`src/rtl/amiga_clk_en_if.sv`:
```
// rtl/amiga_clk_en_if.sv - lock input and clock-enable/reset outputs of amiga_clk_en
interface amiga_clk_en_if;
  logic       locked;
  logic       clk7_en;
  logic       clk7n_en;
  logic       c1;
  logic       c3;
  logic       cck;
  logic [9:0] eclk;
  logic       e_out;
  logic       sys_rst;

  modport master (
    output locked,
    input  clk7_en, clk7n_en, c1, c3, cck, eclk, e_out, sys_rst
  );

  modport slave (
    input  locked,
    output clk7_en, clk7n_en, c1, c3, cck, eclk, e_out, sys_rst
  );
endinterface

```
`src/rtl/amiga_clk_en.sv`:
```
// rtl/amiga_clk_en.sv - 28 MHz clock-enable, quadrature phase, E-clock and reset sequencer (option: AMIGA_CLK_ECLK_EN)
module amiga_clk_en #(
  parameter int RST_HOLD = 4096
) (
  input  logic           i_clk28,
  input  logic           i_rst,
  amiga_clk_en_if.slave  io_bus
);

  localparam logic [15:0] HOLD = 16'(RST_HOLD);

  logic [1:0]  r_phase;
  logic [1:0]  w_phase_next;
  logic        r_clk7_en;
  logic        r_clk7n_en;
  logic        r_c1;
  logic        r_c3;
  logic        r_cck;
  logic        r_sync1;
  logic        r_sync2;
  logic        w_lock_ok;
  logic [15:0] r_hold_cnt;
  logic [15:0] w_hold_next;
  logic        r_sys_rst;

  assign w_phase_next = r_phase + 2'd1;

  // Free-running phase counter; strobes and phases decode the next phase so they line up with it
  always_ff @(posedge i_clk28) begin
    if (i_rst) begin
      r_phase    <= 2'd0;
      r_clk7_en  <= 1'b0;
      r_clk7n_en <= 1'b0;
      r_c1       <= 1'b0;
      r_c3       <= 1'b0;
    end else begin
      r_phase    <= w_phase_next;
      r_clk7_en  <= (w_phase_next == 2'd3);
      r_clk7n_en <= (w_phase_next == 2'd1);
      r_c1       <= (w_phase_next == 2'd1) || (w_phase_next == 2'd2);
      r_c3       <= (w_phase_next == 2'd2) || (w_phase_next == 2'd3);
    end
  end

  // Colour clock toggles on every 7 MHz strobe
  always_ff @(posedge i_clk28) begin
    if (i_rst) begin
      r_cck <= 1'b0;
    end else begin
      r_cck <= r_cck ^ r_clk7_en;
    end
  end

`ifdef AMIGA_CLK_ECLK_EN
  logic [3:0] r_ecnt;
  logic [3:0] w_ecnt_next;
  logic [9:0] r_eclk;
  logic       r_e_out;

  assign w_ecnt_next = !r_clk7_en     ? r_ecnt :
                       (r_ecnt == 4'd9) ? 4'd0   : r_ecnt + 4'd1;

  // Divide-by-10 E-clock counter; one-hot and level outputs decode the next count
  always_ff @(posedge i_clk28) begin
    if (i_rst) begin
      r_ecnt  <= 4'd0;
      r_eclk  <= 10'b0000000001;
      r_e_out <= 1'b0;
    end else begin
      r_ecnt  <= w_ecnt_next;
      r_eclk  <= 10'b0000000001 << w_ecnt_next;
      r_e_out <= (w_ecnt_next >= 4'd6);
    end
  end

  assign io_bus.eclk  = r_eclk;
  assign io_bus.e_out = r_e_out;
`else
  assign io_bus.eclk  = 10'b0000000001;
  assign io_bus.e_out = 1'b0;
`endif

  // Two-flop synchroniser for the asynchronous PLL lock flag
  always_ff @(posedge i_clk28) begin
    if (i_rst) begin
      r_sync1 <= 1'b0;
      r_sync2 <= 1'b0;
    end else begin
      r_sync1 <= io_bus.locked;
      r_sync2 <= r_sync1;
    end
  end

  // A low already in the first stage counts as lock loss, so reset reasserts one edge sooner
  assign w_lock_ok   = r_sync1 & r_sync2;
  assign w_hold_next = !w_lock_ok           ? 16'd0      :
                       (r_hold_cnt == HOLD) ? r_hold_cnt : r_hold_cnt + 16'd1;

  // Hold counter: saturates at HOLD while locked, clears on any loss; system reset follows it
  always_ff @(posedge i_clk28) begin
    if (i_rst) begin
      r_hold_cnt <= 16'd0;
      r_sys_rst  <= 1'b1;
    end else begin
      r_hold_cnt <= w_hold_next;
      r_sys_rst  <= !(w_lock_ok && (w_hold_next == HOLD));
    end
  end

  assign io_bus.clk7_en  = r_clk7_en;
  assign io_bus.clk7n_en = r_clk7n_en;
  assign io_bus.c1       = r_c1;
  assign io_bus.c3       = r_c3;
  assign io_bus.cck      = r_cck;
  assign io_bus.sys_rst  = r_sys_rst;

endmodule

```
`src/flat_wrapper.sv`:
```
// flat-port wrapper written by rule: the top's interface ports become plain ports
module amiga_clk_en_flat 
#(
  parameter int RST_HOLD = 4096
)
  (i_clk28, i_rst, io_bus_locked, io_bus_clk7_en, io_bus_clk7n_en, io_bus_c1, io_bus_c3, io_bus_cck, io_bus_eclk, io_bus_e_out, io_bus_sys_rst);
  amiga_clk_en_if io_bus_i ();
  input  logic i_clk28;
  input  logic i_rst;
  input wire logic [$bits(io_bus_i.locked)-1:0] io_bus_locked;
  output wire logic [$bits(io_bus_i.clk7_en)-1:0] io_bus_clk7_en;
  output wire logic [$bits(io_bus_i.clk7n_en)-1:0] io_bus_clk7n_en;
  output wire logic [$bits(io_bus_i.c1)-1:0] io_bus_c1;
  output wire logic [$bits(io_bus_i.c3)-1:0] io_bus_c3;
  output wire logic [$bits(io_bus_i.cck)-1:0] io_bus_cck;
  output wire logic [$bits(io_bus_i.eclk)-1:0] io_bus_eclk;
  output wire logic [$bits(io_bus_i.e_out)-1:0] io_bus_e_out;
  output wire logic [$bits(io_bus_i.sys_rst)-1:0] io_bus_sys_rst;
  assign io_bus_i.locked = io_bus_locked;
  assign io_bus_clk7_en = io_bus_i.clk7_en;
  assign io_bus_clk7n_en = io_bus_i.clk7n_en;
  assign io_bus_c1 = io_bus_i.c1;
  assign io_bus_c3 = io_bus_i.c3;
  assign io_bus_cck = io_bus_i.cck;
  assign io_bus_eclk = io_bus_i.eclk;
  assign io_bus_e_out = io_bus_i.e_out;
  assign io_bus_sys_rst = io_bus_i.sys_rst;
  amiga_clk_en #(.RST_HOLD(RST_HOLD)) u_core (.i_clk28(i_clk28), .i_rst(i_rst), .io_bus(io_bus_i));
endmodule
```
`config.mk`:
```
export PLATFORM = sky130hd
export DESIGN_NAME = amiga_clk_en_flat
export DESIGN_NICKNAME = d
export VERILOG_FILES = /design/src/rtl/amiga_clk_en_if.sv /design/src/rtl/amiga_clk_en.sv /design/src/flat_wrapper.sv
export SDC_FILE = /design/constraint.sdc
export NUM_CORES = 1
export LEC_CHECK = 0
export BUFFER_PORTS_ARGS = -buffer_cell sky130_fd_sc_hd__buf_2
export CAP_MARGIN = 20
export CORE_ASPECT_RATIO = 1.4
export CORE_MARGIN = 10
export CORE_UTILIZATION = 43
export CTS_CLUSTER_SIZE = 12
export DETAILED_ROUTE_END_ITERATION = 10
export GPL_ROUTABILITY_DRIVEN = 0
export PLACE_DENSITY = 0.68
export SETUP_SLACK_MARGIN = 0.3
export SLEW_MARGIN = 0
export SYNTH_ARGS = -nofsm -noshare
export SYNTH_HDL_FRONTEND = slang
export SYNTH_SLANG_ARGS = --single-unit
```
`constraint.sdc`:
```
create_clock -name i_clk28 -period 4.3 [get_ports i_clk28]
set_input_delay 0.43 -clock i_clk28 [delete_from_list [all_inputs] [get_ports i_clk28]]
set_output_delay 0.43 -clock i_clk28 [all_outputs]
set_load 0.02 [all_outputs]
```
==> impl_metrics.yaml, run 1 <==
cells_and_area:
  largest_reg_flops: 16
  largest_register: "u_core.r_hold_cnt"
  drive_gt1_share_pct: 12.8
  stdcell_count: 195
  fill_cells: 308
  fin_area_mm2: 0.00140
  nNetsFinal: 164
  area_growth_pct: 2.95
  n_antenna_cell: 0
worst_setup_path:
  start_kind: "register"
  critPathKind: "register to register"
  worst-endpoint-required_ns: 4.45
  path_max_fanout: 6
  crit_top_cell: "nand4_1"
  timing.rr.end: "u_core.io_bus.sys_rst"
  ff2ff_setup_slack_ns: 2.35
  timing.rr.start: "u_core.r_hold_cnt[0]"
  path_cells: "inv_1, ha_1, nor4b_1, nand4_1, mux2i_1, a2111oi_2, nand4_1"
  endpoint_kind: "register"
  slowest_stage: "dfxtp_1"
  arrival_ns: 2.10
  r2r_cells: 7
  slowest_delay_ns: 0.39
sta:
  post-route-period-util_pct: 45.3
  relSlewSlack_pct: 65.3
  rsz0062_at_grt: "no"
  hold_viol_final: 0
  final_max_slew_viol_count: 0
  clock_skew_ns: 0.00362
  fin_ws_ns: 2.35
  worstMarginPinSlew_ns: 0.520
  setup-tns-final_ns: 0
  setup_viol: 0
  timing.fmax_mhz: 513
  period_minus_slack_ns: 1.95
synthesis:
  syn_area_per_cell_um2: 8.94
  synthCells: 152
  synth.lib_cells_used.distinct: 34
  synth-seq-cells: 25
  seq_area_frac_synth_pct: 36.8
  ys_warn_count: 0
  syn-cell-area_mm2: 0.00136
power_and_ir_drop:
  finalPower_mw: 0.414
  p_leak_nw: 0.533
  powerDensity_mw_per_mm2: 296
  irDropWorstVdd_mv: 0.222
global_route:
  grt_use_total_pct: 10.1
  antenna_found_initial: 0
  grt_pass1_wl_um: 4690
  grt_pass1_vias: 1065
  overflow: 0
  grt_max_degree: 17
floorplan:
  core-area_mm2: 0.00309
  fp.dieW_um: 67.5
  fp.dieArea_mm2: 0.00584
  start_util_pct: 43.9
  rows: 24
  ios: 20
  die_y_um: 86.5
placed_design:
  preCtsSetupSlack_ns: 2.35
  dpl.cell_count: 191
  io_buffers: 8
  placed_area_mm2: 0.00135
  hpwl_um: 2110
clock_tree:
  htreeDepth: 1
  clock_sinks: 25
  path_clk_slew_ns: 0.08
  ctsResizeCount: 0
  clockRootBuffer: "clkbuf_8"
  ctsHoldBuffers: 0
  clk_latency_ns: 0.27
  cts_tree: "built"
  cts_made_buffers: 3
  cts_setup_buffers: 0
  clk_path_buf_depth: 2
route:
  viasPerCell: 5.17
  drtAntennaViolNets: 0
  wire_per_inst_um: 13.9
  drc: 0
  drt_wl_total_um: 2700
  drt_iter0_markers: 11
  dr.pass1.iters: 4
  num_vias: 1008
min_path:
  min_to: "u_core.r_sync1"
  min_path_cells: 2
  hp-start: "io_bus_locked"
  hold_path_class: "input port to register"
status:
  run_status: "finished, final reports clean"
job:
  drv_cap: 0
metrics by stage:
step | hold WS, ns | utilization (%)
after floorplan | 0.425 | -
after global placement | 0.442 | 43.8
after detailed placement | 0.448 | 43.8
after CTS | 0.373 | 45.2
after global routing | 0.400 | 45.2
final | 0.367 | 45.2
cells by family after synthesis:
kind of cell / Yosys count / synth area share (%)
flip-flops: 25 / 36.8
multiplexers: 1 / 0.737
AND/OR/NAND/NOR: 64 / 27.2
adder cells (fa/ha/maj): 4 / 3.68
XOR/XNOR: 21 / 13.5
buffers and inverters: 25 / 11.6
other: 2 / 0.553
AO/OA/AOI/OAI: 10 / 5.89
critical path: cells and delay by family, from the launching register on:
kind | cells | cell delay (ns)
simple gates | 3 | 0.68
flops | 1 | 0.39
compound gates | 1 | 0.28
mux | 1 | 0.20
fa+ha+maj | 1 | 0.15
buf+inv | 1 | 0.11
report_power, final:
group	switching, mW	leakage, nW	internal [mW]
clock	0.0744	0.0228	0.0665
combinational	0.0226	0.307	0.00926
sequential	0.00344	0.203	0.237
area by class of cell:
class | instances | area [µm²] | share of cell area [%]
inverter | 8 | 30.0 | 2.15
sequential | 25 | 500 | 35.8
clock buffer | 4 | 45.0 | 3.22
tap | 39 | 48.8 | 3.49
timing repair buffer | 8 | 40.0 | 2.86
multi-input combinational | 111 | 734 | 52.5
placed cells by master (no fill, tap or decap), types with 8 or more instances in the layout:
master    n
xor2_1   12
inv_1     8
xnor2_1   9
nand3_1   8
buf_2     8
dfxtp_1  25
conb_1   11
nor2_1   23
routing by layer:
layer | GRT usage, % | up-vias | share of wire [%]
met3 | 2.58 | 7 | 3.6
li1 | - | 496 | -
met1 | 10.4 | 484 | 39
met4 | 5.62 | 0 | 2.4
met2 | 17.8 | 21 | 55
met5 | 0 | - | 0
synth_stat cells:
master / number / share of area [%]
dfxtp_1: 25 / 37
nor2_1: 23 / 6.4
xor2_1: 12 / 7.7
buf_4: 11 / 6.1
xnor2_1: 9 / 5.8
inv_1: 8 / 2.2
nand3_1: 8 / 2.9
a21oi_1: 5 / 1.8
nand2_1: 5 / 1.4
nor2b_1: 5 / 2.3
nor3_1: 5 / 1.8
ha_1: 4 / 3.7
buf_6: 3 / 2.5
clkbuf_1: 3 / 0.83
nand4_1: 3 / 1.4
nor4_1: 3 / 1.4
conb_1: 2 / 0.55
nor4b_1: 2 / 1.3
a2111oi_2: 1 / 1.1
a221o_2: 1 / 0.83
a22oi_1: 1 / 0.55
and2_0: 1 / 0.46
and3_2: 1 / 0.55
mux2i_1: 1 / 0.74
nand3_2: 1 / 0.74
nand3_4: 1 / 1.3
nand3b_1: 1 / 0.55
nand4_4: 1 / 1.6
nor3_4: 1 / 1.2
nor4_2: 1 / 0.92
o2111a_1: 1 / 0.83
o22a_2: 1 / 0.74
or2b_1: 1 / 0.55
or3_1: 1 / 0.46
worst max-delay path by stage:
stage                                    start                     to
final                     u_core.r_hold_cnt[0]  u_core.io_bus.sys_rst
after global routing      u_core.r_hold_cnt[0]  u_core.io_bus.sys_rst
after CTS                 u_core.r_hold_cnt[0]  u_core.io_bus.sys_rst
after detailed placement  u_core.r_hold_cnt[0]  u_core.io_bus.sys_rst
after global placement    u_core.r_hold_cnt[0]  u_core.io_bus.sys_rst
after floorplan           u_core.r_hold_cnt[0]  u_core.io_bus.sys_rst
Note: power is estimated with default switching activity, not from simulation.
==> inputs of run 2 (changes only) <==
==> constraint.sdc (replaced) <==
create_clock -name i_clk28 -period 1.8 [get_ports i_clk28]
set_input_delay 0.18 -clock i_clk28 [delete_from_list [all_inputs] [get_ports i_clk28]]
set_output_delay 0.18 -clock i_clk28 [all_outputs]
set_load 0.02 [all_outputs]
==> run 2 against run 1 <==
- register-to-register slack worse by 2.3 ns
- combinational power grew to 2.5 times the previous value
- cell area rose by 13%
- hold slack worse by 0.24 ns
- largest cell class unchanged
- critical endpoint unchanged
- fmax grew 12%
- first-iteration DRC count rose to 3.0 times the previous value
- global-route usage about the same
- clock power is 130% higher
- setup slack worse by 2.3 ns
==> impl_metrics.yaml, run 2 (synthesis results as in run 1) <==
sta:
  clock_skew_ns: 0.00285
  worst_hold_slack_ns: 0.126
  timing.fmax_mhz: 577
  period_minus_slack_ns: 1.73
  hold_viol_final: 0
  post-route-period-util_pct: 96.3
  rsz0062_at_grt: "yes"
  final_max_slew_viol_count: 0
  setup_viol: 0
route:
  drt_iter0_markers: 33
  viasPerCell: 5.08
  num_vias: 1036
  dr.pass1.iters: 4
  drtAntennaViolNets: 0
  wire_per_inst_um: 14.2
  drt_wl_total_um: 2890
  drc: 0
cells_and_area:
  area_growth_pct: 16.4
  n_antenna_cell: 0
  largest_reg_flops: 16
  final_common_cell: "nor2_1"
  nNetsFinal: 173
  stdcell_count: 204
  largest_register: "u_core.r_hold_cnt"
  drive_gt1_share_pct: 31.5
  fill_cells: 291
  fin_area_mm2: 0.00158
  final_cell_mix: "nor2_1 (22), dfxtp_1 (17), xor2_1 (12)"
worst_setup_path:
  r2r_cells: 6
  timing.rr.end: "u_core.io_bus.sys_rst"
  start_kind: "register"
  path_cells: "buf_4, nand4_4, nor3_4, a221o_2, a2111oi_2, nand4_1"
  path_max_fanout: 6
  worst-endpoint-required_ns: 1.95
  slowest_delay_ns: 0.40
  path_depth: 6
  path_buf_inv: 1
  timing.rr.start: "u_core.r_hold_cnt[0]"
  slowest_stage: "a2111oi_2"
  path_delay_family: "compound AO/OA/AOI/OAI gates"
  endpoint_kind: "register"
  critPathKind: "register to register"
  arrival_ns: 1.88
  ff2ff_setup_slack_ns: 0.07
clock_tree:
  clk_latency_ns: 0.27
  cts_made_buffers: 3
  path_clk_slew_ns: 0.08
  clockRootBuffer: "clkbuf_8"
  cts_tree: "built"
  clock_sinks: 25
  clk_path_buf_depth: 2
  htreeDepth: 1
min_path:
  hp-start: "io_bus_locked"
  hold_path_class: "input port to register"
  min_to: "u_core.r_sync1"
  min_path_cells: 2
status:
  run_status: "finished, final reports clean"
power_and_ir_drop:
  irDropWorstVdd_mv: 0.519
  powerDensity_mw_per_mm2: 620
  p_leak_nw: 0.623
floorplan:
  start_util_pct: 43.9
  core-area_mm2: 0.00309
  ios: 20
  fp.dieArea_mm2: 0.00584
  fp.dieW_um: 67.5
  die_y_um: 86.5
  rows: 24
global_route:
  grt_pass1_wl_um: 4690
  grt_pass1_vias: 1025
  grt_max_degree: 16
  overflow: 0
  antenna_found_initial: 0
  grt_use_total_pct: 10.1
placed_design:
  io_buffers: 8
  hpwl_um: 2000
  dpl.cell_count: 195
  placed_area_mm2: 0.00141
job:
  drv_cap: 0
-- run 2: changes by cell type in the layout (fill, tap and decap cells not counted), moves of 2 or more --
cell,change
dfxtp_4,+2
nor4_1,-2
dfxtp_2,+6
ha_1,-2
inv_1,-2
inv_4,+2
dfxtp_1,-8
nor4b_1,-2
buf_4,+8
-- run 2: routing by layer --
layer | wire length, µm | global-route usage (%) | vias up
met3 | 137 | 2.97 | 7
met1 | 1140 | 11.1 | 498
met4 | 61 | 6.18 | 0
met5 | 0 | 0 | -
met2 | 1550 | 16.5 | 26
li1 | - | - | 505
-- run 2: stage by stage --
stage               setup TNS (ns)  utilization (%)  power [mW]  worst slack, ns
floorplan                        0                -       0.664            0.210
global placement                 0             45.4       0.665           0.0857
detailed placement               0             45.4       0.666           0.0364
global route               -0.0281             51.1        1.02          -0.0281
finish                           0             51.1       0.981           0.0671
CTS                              0             47.4       0.994           0.0816
-- run 2: worst max path at each step --
stage / startpoint / endpoint / slack (ns)
floorplan: u_core.r_hold_cnt[0] / u_core.io_bus.sys_rst / 0.21
global route: u_core.r_hold_cnt[1] / u_core.io_bus.sys_rst / -0.03
global placement: u_core.r_hold_cnt[0] / u_core.io_bus.sys_rst / 0.09
detailed placement: u_core.r_hold_cnt[0] / u_core.io_bus.sys_rst / 0.04
finish: u_core.r_hold_cnt[0] / u_core.io_bus.sys_rst / 0.07
CTS: u_core.r_hold_cnt[1] / u_core.io_bus.sys_rst / 0.08
-- run 2: report_power, final --
part,internal [mW],switching [mW]
clock,0.155,0.173
combinational,0.0244,0.0554
sequential,0.564,0.00831
total,0.743,0.237
-- run 2: what timing repair did --
item	in CTS	in global routing
pin swaps	1	4
hold buffers	0	0
setup buffers	0	5
gates resized for setup	4	21
endpoints found under the setup margin	4	10
-- run 2: layout make-up --
type | count | area [µm²] | share of cell area (%)
well taps | 39 | 48.8 | 3.09
flip-flops and latches | 25 | 515 | 32.6
inverters | 8 | 35.0 | 2.22
clock buffers | 3 | 41.3 | 2.61
repair buffers | 17 | 111 | 7.04
multi-input cells | 111 | 825 | 52.1
clock inverters | 1 | 5.00 | 0.316
-- run 2: worst reg2reg max path, stage by stage (launching register included) --
cell	delay (ns)
dfxtp_4	0.37
buf_4	0.16
nand4_4	0.14
nor3_4	0.07
a221o_2	0.34
a2111oi_2	0.40
nand4_1	0.13
